$ cat src/rtl/apb_slave_regbank.sv
// APB3 register bank with byte strobes, read-only registers loadable from hardware.
// Latency 2+WAIT_STATES cycles from the setup cycle; PREADY held low during wait states, PSELx drop aborts.
module apb_slave_regbank #(
    parameter int ADDR_WIDTH  = 32,
    parameter int DATA_WIDTH  = 32,
    parameter int STRB_WIDTH  = DATA_WIDTH / 8,
    parameter int NUM_REGS    = 16,
    parameter int WAIT_STATES = 0,
    parameter logic [NUM_REGS-1:0] RO_MASK = '0
) (
    input  logic                           PCLK,
    input  logic                           PRESET,
    input  logic [ADDR_WIDTH-1:0]          PADDR,
    input  logic                           PSELx,
    input  logic                           PENABLE,
    input  logic                           PWRITE,
    input  logic [DATA_WIDTH-1:0]          PWDATA,
    input  logic [STRB_WIDTH-1:0]          PSTRB,
    output logic                           PREADY,
    output logic [DATA_WIDTH-1:0]          PRDATA,
    output logic                           PSLVERR,
    input  logic [NUM_REGS-1:0]            hw_we,
    input  logic [NUM_REGS*DATA_WIDTH-1:0] hw_wdata,
    output logic [NUM_REGS*DATA_WIDTH-1:0] regs_flat
);

    localparam int OFS = $clog2(STRB_WIDTH);
    localparam logic [ADDR_WIDTH-1:0] LOW_MASK = ADDR_WIDTH'((1 << OFS) - 1);

    typedef enum logic [1:0] {IDLE, SETUP, ACCESS} state_t;

    state_t                  state_q, state_d;
    logic [3:0]              cnt_q, cnt_d;
    logic [ADDR_WIDTH-1:0]   addr_q, addr_d;
    logic                    pwrite_q, pwrite_d;
    logic [DATA_WIDTH-1:0]   wdata_q, wdata_d;
    logic [STRB_WIDTH-1:0]   strb_q, strb_d;
    logic [DATA_WIDTH-1:0]   regs_q [NUM_REGS];
    logic [DATA_WIDTH-1:0]   regs_d [NUM_REGS];

    logic [ADDR_WIDTH-1:0]   word_idx;
    logic [NUM_REGS-1:0]     sel;
    logic                    addr_err, ro_hit, xfer_err, done, start;
    logic                    pready_c, pslverr_c;
    logic [DATA_WIDTH-1:0]   prdata_c;

    // Decode works on the address captured at setup, not the live bus.
    always_comb begin
        word_idx = addr_q >> OFS;
        addr_err = ((addr_q & LOW_MASK) != '0) || (word_idx >= ADDR_WIDTH'(NUM_REGS));
        sel      = '0;
        ro_hit   = 1'b0;
        for (int i = 0; i < NUM_REGS; i++) begin
            sel[i] = !addr_err && (word_idx == ADDR_WIDTH'(i));
            ro_hit = ro_hit | (sel[i] & RO_MASK[i]);
        end
        xfer_err = addr_err || (pwrite_q && ro_hit);
    end

    always_comb begin
        state_d   = state_q;
        cnt_d     = cnt_q;
        addr_d    = addr_q;
        pwrite_d  = pwrite_q;
        wdata_d   = wdata_q;
        strb_d    = strb_q;
        regs_d    = regs_q;
        pready_c  = 1'b0;
        pslverr_c = 1'b0;
        prdata_c  = '0;
        start     = PSELx && !PENABLE;
        done      = (state_q != IDLE) && (cnt_q == 4'd0) && PSELx && PENABLE;

        for (int i = 0; i < NUM_REGS; i++) begin
            if (RO_MASK[i] && hw_we[i]) begin
                regs_d[i] = hw_wdata[i*DATA_WIDTH +: DATA_WIDTH];
            end
        end

        case (state_q)
            IDLE: ;
            default: begin
                if (!PSELx) begin
                    state_d = IDLE;
                    cnt_d   = 4'd0;
                end else if (done) begin
                    state_d  = IDLE;
                    pready_c = 1'b1;
                    if (xfer_err) begin
                        pslverr_c = 1'b1;
                    end else if (pwrite_q) begin
                        for (int i = 0; i < NUM_REGS; i++) begin
                            for (int k = 0; k < STRB_WIDTH; k++) begin
                                if (sel[i] && strb_q[k]) begin
                                    regs_d[i][k*8 +: 8] = wdata_q[k*8 +: 8];
                                end
                            end
                        end
                    end else begin
                        for (int i = 0; i < NUM_REGS; i++) begin
                            if (sel[i]) begin
                                prdata_c = regs_q[i];
                            end
                        end
                    end
                end else begin
                    // The countdown already runs in SETUP so zero wait states finish there.
                    if (cnt_q != 4'd0) begin
                        cnt_d = cnt_q - 4'd1;
                    end
                    state_d = ACCESS;
                end
            end
        endcase

        if (start && (state_q == IDLE || done)) begin
            state_d  = SETUP;
            cnt_d    = 4'(WAIT_STATES);
            addr_d   = PADDR;
            pwrite_d = PWRITE;
            wdata_d  = PWDATA;
            strb_d   = PSTRB;
        end
    end

    always_ff @(posedge PCLK or posedge PRESET) begin
        if (PRESET) begin
            state_q  <= IDLE;
            cnt_q    <= 4'd0;
            addr_q   <= '0;
            pwrite_q <= 1'b0;
            wdata_q  <= '0;
            strb_q   <= '0;
            for (int i = 0; i < NUM_REGS; i++) begin
                regs_q[i] <= '0;
            end
        end else begin
            state_q  <= state_d;
            cnt_q    <= cnt_d;
            addr_q   <= addr_d;
            pwrite_q <= pwrite_d;
            wdata_q  <= wdata_d;
            strb_q   <= strb_d;
            regs_q   <= regs_d;
        end
    end

    assign PREADY  = pready_c;
    assign PSLVERR = pslverr_c;
    assign PRDATA  = prdata_c;

    for (genvar g = 0; g < NUM_REGS; g++) begin : g_flat
        assign regs_flat[g*DATA_WIDTH +: DATA_WIDTH] = regs_q[g];
    end

endmodule

$ cat config.mk
export PLATFORM = sky130hd
export DESIGN_NAME = apb_slave_regbank
export DESIGN_NICKNAME = d
export VERILOG_FILES = /design/src/rtl/apb_slave_regbank.sv
export SDC_FILE = /design/constraint.sdc
export NUM_CORES = 1
export LEC_CHECK = 0
export CORE_AREA = 2 2 448 450
export DETAILED_ROUTE_END_ITERATION = 16
export DIE_AREA = 0 0 450 452
export SYNTH_ARGS = -nofsm -noshare
export SYNTH_HDL_FRONTEND = slang
export SYNTH_SLANG_ARGS = --single-unit
$ cat constraint.sdc
create_clock -name PCLK -period 25.4 [get_ports PCLK]
set_input_delay 2.54 -clock PCLK [delete_from_list [all_inputs] [get_ports PCLK]]
set_output_delay 2.54 -clock PCLK [all_outputs]
set_load 0.02 [all_outputs]
Word level (Yosys, flattened, before mapping). Index checks and enable logic that the tools add are counted. Widths: inputs -> output; s select.

Flip-flop bits (word level): 587. Input port bits: 601. Output and inout bits: 546.

Add/sub/neg operators: 1. Order comparisons: 1. Equality and inequality tests: 18. Mux-type cells: 37. Bitwise gates (word level): 2. Reduce and logical (&&, ||, !) cells: 160.

Operator list (number): $mux 32 (21); $reduce_and 6->1 (64); $eq 30x4->1 const B (8); $eq 30x3->1 const B (4); $logic_and 1x1->1 (85); $eq 30x2->1 const B (2); $logic_not 32->1 (1); $reduce_bool 32->1 (1); $eq 30x1->1 const B (1); $ge 30x5->1 const B (1); $mux 4 (5); $mux 2 (4); $mux 1 (7); $logic_not 4->1 (1); $reduce_bool 4->1 (1); $sub 4x1->4 const B (1); $ne 3x1->1 const B (1); $ne 3x2->1 const B (1); $reduce_and 3->1 (1); $logic_not 1->1 (2); $logic_not 2->1 (1); $logic_or 1x1->1 (2); $ne 2x1->1 const B (1); $not 1->1 (2); $reduce_bool 2->1 (1).

Depth between registers and ports, before layout. Gate-level depths: netlist of run 1.

Depth in word-level cells: 25. Depth in mapped cells: 12. Mapped depth without buffers: 10.

Least setup slack after synthesis of run 1. Ideal clock, no wire load.

Path kind: input to output. Start point: input PSELx. End point: output PRDATA[14]. Data arrival time: 4.268 ns. Setup slack: 18.592 ns. Stages: 8. Cell sequence: nand4bb_1 nor2_1 nand2_1 inv_1 and4_1 buf_1 o21ai_0 o32ai_1.

Cells in the longest elaborated chain, start to end: 5.

RTL lines: start: declaration (RTL line 14) `input logic PSELx,`; $logic_and 1x1->1 (2 in series) (RTL line 72) `done = (state_q != IDLE) && (cnt_q == 4'd0) && PSELx && PENABLE;`; $mux 32 (RTL line 86) `end else if (done) begin`; $mux 32 * (RTL line 83) `if (!PSELx) begin`; $mux 32 * (RTL line 80) `case (state_q)`; end: declaration (RTL line 20) `output logic [DATA_WIDTH-1:0] PRDATA,`.

Every way passes the cells marked *; elsewhere a longest branch is shown, timed or not.

Worst setup path after layout of run 1.
Start point: input PSELx. End point: output PRDATA[31].

The elaborated chain is that of the path after synthesis.

==> impl_metrics.ini, run 1 <==
[run_status]
run_status = finished clean

[worst_setup_path]
endpoint_kind = output pin
crit_top_cell = clkdlybuf4s50_1
worstPathRequired_ns = 22.86
cp-start-kind = input pin
path_delay_family = simple AND/OR/NAND/NOR gates
critical_path_class = input pin to output pin
crit_cells = 9
path_cells = clkdlybuf4s50_1, nand4bb_1, nor2_1, nand2_1, nor3_4, buf_4, o221ai_1, nor3_1, clkdlybuf4s50_1
r2r_end = regs_flat[118]
cp_slowest_cell = nor3_4
rr_startpoint = addr_q[18]
slowest_delay_ns = 0.86
r2r_slack_ns = 20.51
r2r_cells = 9
path_max_fanout = 12
cp_data_arrival_time_ns = 6.64
critPathBufInv = 3

[timing]
worst_pin_slew_ns = 1.23
slew_headroom = 0.175
min_period_ns = 9.18
clock_skew_ns = 0.0333
tns_ns = 0
max_freq_mhz = 109
finalCritPeriodShare = 0.361
drv_slew = 0
setup-violations-final = 0
hold_violations = 0
rsz0062_at_grt = false

[grt]
grt_max_degree = 81
grt_pass1_vias = 21886
grt_first_pass_wirelength_microns = 227000
grt_overflow_total = 0
grt_usage = 0.167
antenna_found_initial = 33

[cts]
cts_setup_buffers = 0
cts_tree = yes
postCtsHoldBufs = 0
cts_buffers = 73
clk_latency_ns = 0.70
cts.sinks = 587
cts.path.max_buffers = 3
clkTransAtPathRegs_ns = 0.06
clock-root-buffer = clkbuf_16
post_cts_resized = 0
htree_levels = 3

[floorplan]
die_area_sq_um = 203000
core-area_sq_um = 199000
fp.dieH_microns = 452
top_level_ports = 1147
fp-row-count = 164
die_x_microns = 450
initial_core_util = 0.142

[place]
post_dp_cell_area_sq_um = 37900
gp_congestion = 0.874
port_buffers = 618
placedCellCount = 5213
dp_hpwl_microns = 137000

[hold_path]
worstHoldStart = addr_q[28]
hold_end = addr_q[28]
hold_depth = 1
hp-class = flip-flop to flip-flop

[job]
max_cap_viol_count = 0

[logic_synthesis]
synth_common_cells = 587 x dfrtp_1, 320 x mux2_4, 266 x mux2_2
ys_types = 68
avgSynthCellArea_sq_um = 14.2
syn_inst = 1995
async_flop_share = 1.00
synth_area_leader_cell = dfrtp_1
synth_edf_count = 0
yosysMostFrequentCell = dfrtp_1
synth_seq_area_share = 0.520
synth_top_cell_area_share = 0.520
synth.net_count = 2597
ys.flop_type = dfrtp_1
yosys_warnings = 0
synth_seq_cells = 587
synth_area_leaders = dfrtp_1 52%, mux2_4 17%, mux2_2 11%, nand2_8 2.8%, a22oi_1 1.7%
syn_area_sq_um = 28200

[final_layout]
fin_nets = 3234
syn2layout_area_growth_pct = 42.7
stdcell_count = 5350
layout-drive-gt1-share = 0.327
design_area_sq_um = 40300

[detailed_routing]
wl_per_cell_microns = 32.9
dr.pass1.iters = 7
first_iter_violations = 2453
dr_total_vias = 22171
drt-total-wl_microns = 176000
ant_nets = 0
drc = 0
viasPerCell = 4.14

[power_and_ir_drop]
p_total_mw = 2.33
leakagePower_nw = 17.3
p_per_area_nw_per_um2 = 57.8
peakVddDrop_v = 0.0000382
stage by stage:
stage,hold WS [ns],setup WS [ns],util
floorplan,0.472,6.43,-
global placement,0.485,16.28,0.191
detailed placement,0.492,16.33,0.191
CTS,0.502,16.33,0.203
global route,0.521,16.21,0.203
finish,0.496,16.22,0.203
final cells by class:
cell class                 count  area (sq um)
tap                         2656          3320
clock buffer                  96          1980
timing repair buffer         690          6730
clock inverter                33           430
sequential                   587         14700
inverter                       8          37.5
fill                       21479        158000
antenna                        8          20.0
multi-input combinational   1272         13100
sequential cells by signal, summed over array words and instances, names as in the netlist:
name and flops:
strb_q 4, state_q 2, pwrite_q 1, regs_flat 512, cnt_q 4, wdata_q 32, addr_q 32
power by group:
group	internal, mW	switching (mW)
sequential	0.963	0.110
clock	0.601	0.473
combinational	0.0653	0.117
placed cells by master (no fill, tap or decap), drive strengths merged, types with 7 or more instances in the layout:
master and instances:
a21oi 23, a221o 15, a221oi 36, a222oi 18
a22oi 65, a31oi 13, and2 7, and3 13
and4 12, buf 72, clkbuf 96, clkdlybuf4s50 618
clkinv 21, dfrtp 587, diode 8, inv 11
mux2 586, mux2i 23, mux4 8, nand2 129
nand3 18, nor2 60, nor2b 14, nor3 44
nor4 8, o211ai 7, o21ai 64, o221ai 11
o22ai 18, o2bb2ai 8, o32ai 13
per-layer routing:
metal  vias to the layer above  track usage  wire [microns]
li1                       8841            -               -
met1                     11673        0.205           69700
met2                      1329        0.257           78200
met3                       322       0.0499           15400
met4                         6        0.107           12500
met5                         -            0              46
kinds of logic (layout without fill, tap and decap cells):
kind of cell | count (synthesis) | in the layout | share of synthesized area
AO/OA/AOI/OAI | 335 | 335 | 0.0884
XOR/XNOR | 1 | 1 | 0.000310
adder cells (fa/ha/maj) | 1 | 1 | 0.000443
buffers and inverters | 136 | 827 | 0.0218
flip-flops | 587 | 587 | 0.520
multiplexers | 617 | 617 | 0.291
other | 0 | 8 | 0
AND/OR/NAND/NOR | 318 | 318 | 0.0784
how the worst max path moves through the flow:
stage / slack (ns) / startpoint / end
6_report: 16.22 / PSELx / PRDATA[31]
5_1_grt: 16.21 / PSELx / PRDATA[30]
4_1_cts: 16.33 / PSELx / PRDATA[30]
3_5_place_dp: 16.33 / PSELx / PRDATA[30]
3_3_place_gp: 16.28 / PSELx / PRDATA[31]
2_1_floorplan: 6.43 / PRESET / addr_q[0]
(Power assumes the default switching activity.)
==> run 2: changes to the inputs <==
Clock period 25.4 ns to 9.15 ns, I/O delays scaled along.
==> run 2 against run 1 <==
Effect of this change: combinational power increased to 2.6 times the previous value; sequential cell count unchanged; hold slack improved by 0.0038 ns; critical endpoint unchanged; largest power group unchanged.
==> impl_metrics.ini, run 2 (synthesis gave the netlist of run 1 again) <==
[cts]
clk_latency_ns = 0.71
clock-root-buffer = clkbuf_16
htree_levels = 3
cts.path.max_buffers = 3
postCtsHoldBufs = 0
post_cts_resized = 0
cts_setup_buffers = 0
cts_tree = yes
clkTransAtPathRegs_ns = 0.06
cts_buffers = 70
cts.sinks = 587

[grt]
grt_overflow_total = 0
antenna_found_initial = 27
grt_pass1_vias = 22088
grt_usage = 0.167
grt_max_degree = 150
grt_first_pass_wirelength_microns = 226000

[final_layout]
syn2layout_area_growth_pct = 42.6
final_util = 0.203
final_common_cell = clkdlybuf4s50_1
nFillCells = 21528
layout-drive-gt1-share = 0.326
fin_nets = 3228
largest_reg_flops = 512
stdcell_count = 5344
mostFrequentLayoutCells = 618 x clkdlybuf4s50_1, 585 x dfrtp_1, 320 x mux2_4

[detailed_routing]
dr_total_vias = 21820
drc = 0
wl_per_cell_microns = 32.7
drt-total-wl_microns = 175000
viasPerCell = 4.08
dr.pass1.iters = 6
first_iter_violations = 2108
ant_nets = 0

[timing]
clock_skew_ns = 0.0560
tns_ns = 0
rsz0062_at_grt = false
min_period_ns = 7.54
max_freq_mhz = 133
slew_headroom = 0.181
drv_slew = 0
finalCritPeriodShare = 0.824
hold_violations = 0
worst_pin_slew_ns = 1.23
layout_setup_ws_ns = 1.61
setup-violations-final = 0

[power_and_ir_drop]
p_per_area_nw_per_um2 = 159
p_total_mw = 6.40
leakagePower_nw = 17.2
peakVddDrop_v = 0.000121

[floorplan]
fp.dieH_microns = 452
fp-row-count = 164
top_level_ports = 1147
die_x_microns = 450
die_area_sq_um = 203000
core-area_sq_um = 199000
initial_core_util = 0.142

[hold_path]
worstHoldStart = addr_q[28]
hp-class = flip-flop to flip-flop

[worst_setup_path]
cp-start-kind = flip-flop
endpoint_kind = output pin
rr_startpoint = addr_q[2]
path_max_fanout = 51
worstPathRequired_ns = 8.24
crit_start = addr_q[2]
cp_data_arrival_time_ns = 6.62
path_cells = nor2_2, and3_2, and3_2, buf_4, a221oi_1, and4_1, nor3_1, clkdlybuf4s50_1
path_delay_family = simple AND/OR/NAND/NOR gates
cp_slowest_cell = nor2_2
crit_top_cell = and3_2
critical_path_class = flip-flop to output pin
critPathBufInv = 2
slowest_delay_ns = 1.03

[place]
dp_hpwl_microns = 137000
gp_congestion = 0.878
place_ws_ns = 2.44
placedCellCount = 5210
port_buffers = 618

[job]
max_cap_viol_count = 0

[run_status]
run_status = finished clean
[run 2: changes by cell type in the layout (fill, tap and decap cells not counted), moves of 2 or more]
cell	change
buf_4	-5
clkbuf_8	+5
clkinv_2	-5
clkbuf_16	-3
buf_12	+2
clkinv_4	-2
clkinv_8	-2
diode_2	+2
inv_16	+2
[run 2: layout make-up]
class,instances,area (sq um),share of cell area
Timing Repair Buffer,687,6730,0.167
Clock buffer,97,1970,0.0490
Tap cell,2656,3320,0.0825
Clock inverter,27,408,0.0101
Antenna cell,10,25.0,0.000621
Multi-Input combinational cell,1272,13100,0.325
Inverter,8,33.8,0.000839
Sequential cell,587,14700,0.365
[run 2: path summary, 6_finish.rpt]
check | to | slack, ns | cells after the start
worst max register to register | regs_flat[30] | 3.97 | 8
worst min-delay path | addr_q[28] | 0.50 | 1
min in group asynchronous | regs_flat[440] | 0.72 | 2
worst min register to register | addr_q[28] | 0.50 | 1
worst max-delay path | PRDATA[31] | 1.61 | 8
max in group asynchronous | regs_flat[511] | 6.13 | 4
[run 2: where the power goes]
part | internal (mW) | switching, mW
clock network | 1.66 | 1.28
registers | 2.67 | 0.320
logic | 0.180 | 0.301
[run 2: metrics by stage]
stage	instance area (sq um)	hold WS, ns
after floorplan	28300	0.472
after global placement	37900	0.486
after detailed placement	37900	0.487
after CTS	40200	0.499
after global routing	40300	0.520
final	40300	0.500
[run 2: worst reg2reg max path: stages, from the launching register on]
cell     delay (ns)
dfrtp_4        0.96
nor2_2         0.48
a41oi_2        0.63
nand3_4        0.27
nor4_4         0.31
buf_4          0.25
and2_2         0.89
nand2_1        0.76
mux2_2         0.49
[run 2: layer usage]
| layer | track usage | vias to the layer above | share of wire |
|---|---|---|---|
| met1 | 0.203 | 11495 | 0.40 |
| met4 | 0.100 | 5 | 0.069 |
| met5 | 0.00513 | - | 0.00093 |
| met2 | 0.259 | 1190 | 0.45 |
| met3 | 0.0476 | 292 | 0.082 |
| li1 | - | 8838 | - |
==> run 3: changes to the inputs <==
Clock period 9.15 ns to 7.9 ns, I/O delays scaled along.
==> run 3 against run 2 <==
Effect of this change: die area unchanged; sequential cell count unchanged; count of clock-buffer cells in the layout down 1; final area up 0.30%; register-to-register slack worse by 1.4 ns; hold slack worse by 0.037 ns; combinational power up 20%; routed wire length up 0.20%; global-route usage about the same; via count about the same; critical path type unchanged; largest power group unchanged; highest routed layer unchanged.
==> impl_metrics.ini, run 3 (synthesis gave the netlist of run 1 again) <==
[power_and_ir_drop]
switching_share = 0.296
pwr-share-seq = 0.462
p_per_area_nw_per_um2 = 185
power_frac_clock = 0.461
peakVddDrop_v = 0.000145
p_int_mw = 5.27
leakagePower_nw = 17.3
power_frac_comb = 0.077
p_switching_mw = 2.21

[cts]
cts.sinks = 587
clk_latency_ns = 0.70
postCtsHoldBufs = 0
post_cts_resized = 0
clkTransAtPathRegs_ns = 0.06
cts_buffers = 71
clock-root-buffer = clkbuf_16
cts.path.max_buffers = 3
cts_tree = yes
cts_setup_buffers = 0
htree_levels = 3

[final_layout]
design_area_sq_um = 40400
layout-drive-gt1-share = 0.329
multi_input_area_sq_um = 13100
seqCellArea_sq_um = 14700
fin_nets = 3233
largest_reg_flops = 512
mostFrequentLayoutCells = 617 x clkdlybuf4s50_1, 585 x dfrtp_1, 320 x mux2_4
nFillCells = 21454
final_common_cell = clkdlybuf4s50_1
syn2layout_area_growth_pct = 43.0

[floorplan]
fp.dieH_microns = 452
top_level_ports = 1147
die_x_microns = 450
initial_core_util = 0.142
core-area_sq_um = 199000
fp-row-count = 164
die_area_sq_um = 203000

[timing]
hold_violations = 0
setup-violations-final = 0
rsz0062_at_grt = false
worst_pin_slew_ns = 1.19
min_period_ns = 7.08
max_freq_mhz = 141
slew_headroom = 0.205
drv_slew = 0
finalCritPeriodShare = 0.896
tns_ns = 0
clock_skew_ns = 0.0550

[worst_setup_path]
r2r_cells = 8
worstPathRequired_ns = 7.11
slowest_delay_ns = 0.82
endpoint_kind = output pin
cp_data_arrival_time_ns = 6.29
path_cells = buf_4, and2_1, buf_4, nand2_1, nor3_2, buf_4, a221oi_1, o311a_1, o32ai_1, clkdlybuf4s50_1
crit_start = addr_q[2]
rr_startpoint = addr_q[18]
cp_slowest_cell = o32ai_1
crit_top_cell = buf_4
critPathBufInv = 4
crit_path_end = PRDATA[15]
cp-start-kind = flip-flop
crit_cells = 10
path_max_fanout = 28
critical_path_class = flip-flop to output pin
path_delay_family = buffers and inverters
r2r_end = regs_flat[24]
r2r_slack_ns = 2.58

[grt]
antenna_found_initial = 26
grt_overflow_total = 0
grt_pass1_vias = 21710
grt_max_degree = 124
grt_first_pass_wirelength_microns = 226000
grt_usage = 0.167

[detailed_routing]
drt-total-wl_microns = 175000
wl_per_cell_microns = 32.7
first_iter_violations = 2133
drc = 0
dr.pass1.iters = 5
ant_nets = 0
dr_total_vias = 21822
viasPerCell = 4.08

[place]
dp_hpwl_microns = 137000
gp_congestion = 0.889
port_buffers = 618
post_dp_cell_area_sq_um = 37900

[run_status]
run_status = finished clean

[job]
max_cap_viol_count = 0

[hold_path]
hp-class = input pin to async pin
==> run 3: cell types whose count changed in the layout (fill, tap and decap cells not counted), moves of 2 or more <==
cell	change
buf_12	+2
clkbuf_8	+2
diode_2	-2
buf_4	+2
clkinvlp_4	-3
clkinv_4	+6
inv_16	-2
clkinv_2	+2
clkbuf_1	-4
==> run 3: layout make-up <==
class                   count  area share
multi-input cells        1272       0.324
clock inverters            31      0.0109
repair buffers            691       0.168
inverters                   8    0.000836
clock buffers              96      0.0498
flip-flops and latches    587       0.364
well taps                2656      0.0823
diodes                      8    0.000496
==> run 3: worst min-delay path by stage <==
stage                           from              to  slack, ns
after floorplan           addr_q[28]      addr_q[28]       0.47
after global placement    addr_q[18]      addr_q[18]       0.49
after detailed placement  addr_q[28]      addr_q[28]       0.49
after CTS                     PRESET  regs_flat[483]       0.41
after global routing          PRESET  regs_flat[483]       0.45
final                         PRESET  regs_flat[483]       0.46
==> run 3: worst reg2reg max path: stages, from the launching register on <==
cell     delay (ns)
dfrtp_1        0.37
or4_1          0.55
nor4_2         0.31
and4_1         0.62
nand3_4        0.31
nor4_4         0.88
and2_2         0.97
nand2_1        0.73
mux2_2         0.48
==> run 3: power by group through the flow <==
stage	combinational, mW	sequential [mW]	clock (mW)
floorplan	0.430	3.24	0
finish	0.577	3.46	3.45
CTS	0.583	3.46	3.53
global placement	0.575	3.50	0
global route	0.613	3.48	3.64
detailed placement	0.581	3.51	0
==> run 3: through the flow <==
stage          worst slack, ns  power, mW  std cells   util  hold slack (ns)
5_1_grt                  0.760       7.73       5342  0.203            0.455
6_report                 0.819       7.48       5349  0.203            0.463
2_1_floorplan           -0.891       3.67       1995      -            0.472
3_5_place_dp              1.69       4.09       5214  0.191            0.491
4_1_cts                  0.936       7.57       5341  0.203            0.414
3_3_place_gp              1.71       4.08       5213  0.191            0.485
==> run 3: metal layers <==
metal / up-vias / track usage / routed length, microns
met2: 1150 / 0.260 / 78300
met3: 303 / 0.0485 / 15800
li1: 8833 / - / -
met4: 2 / 0.0955 / 11600
met1: 11534 / 0.205 / 69300
met5: - / 0 / 20
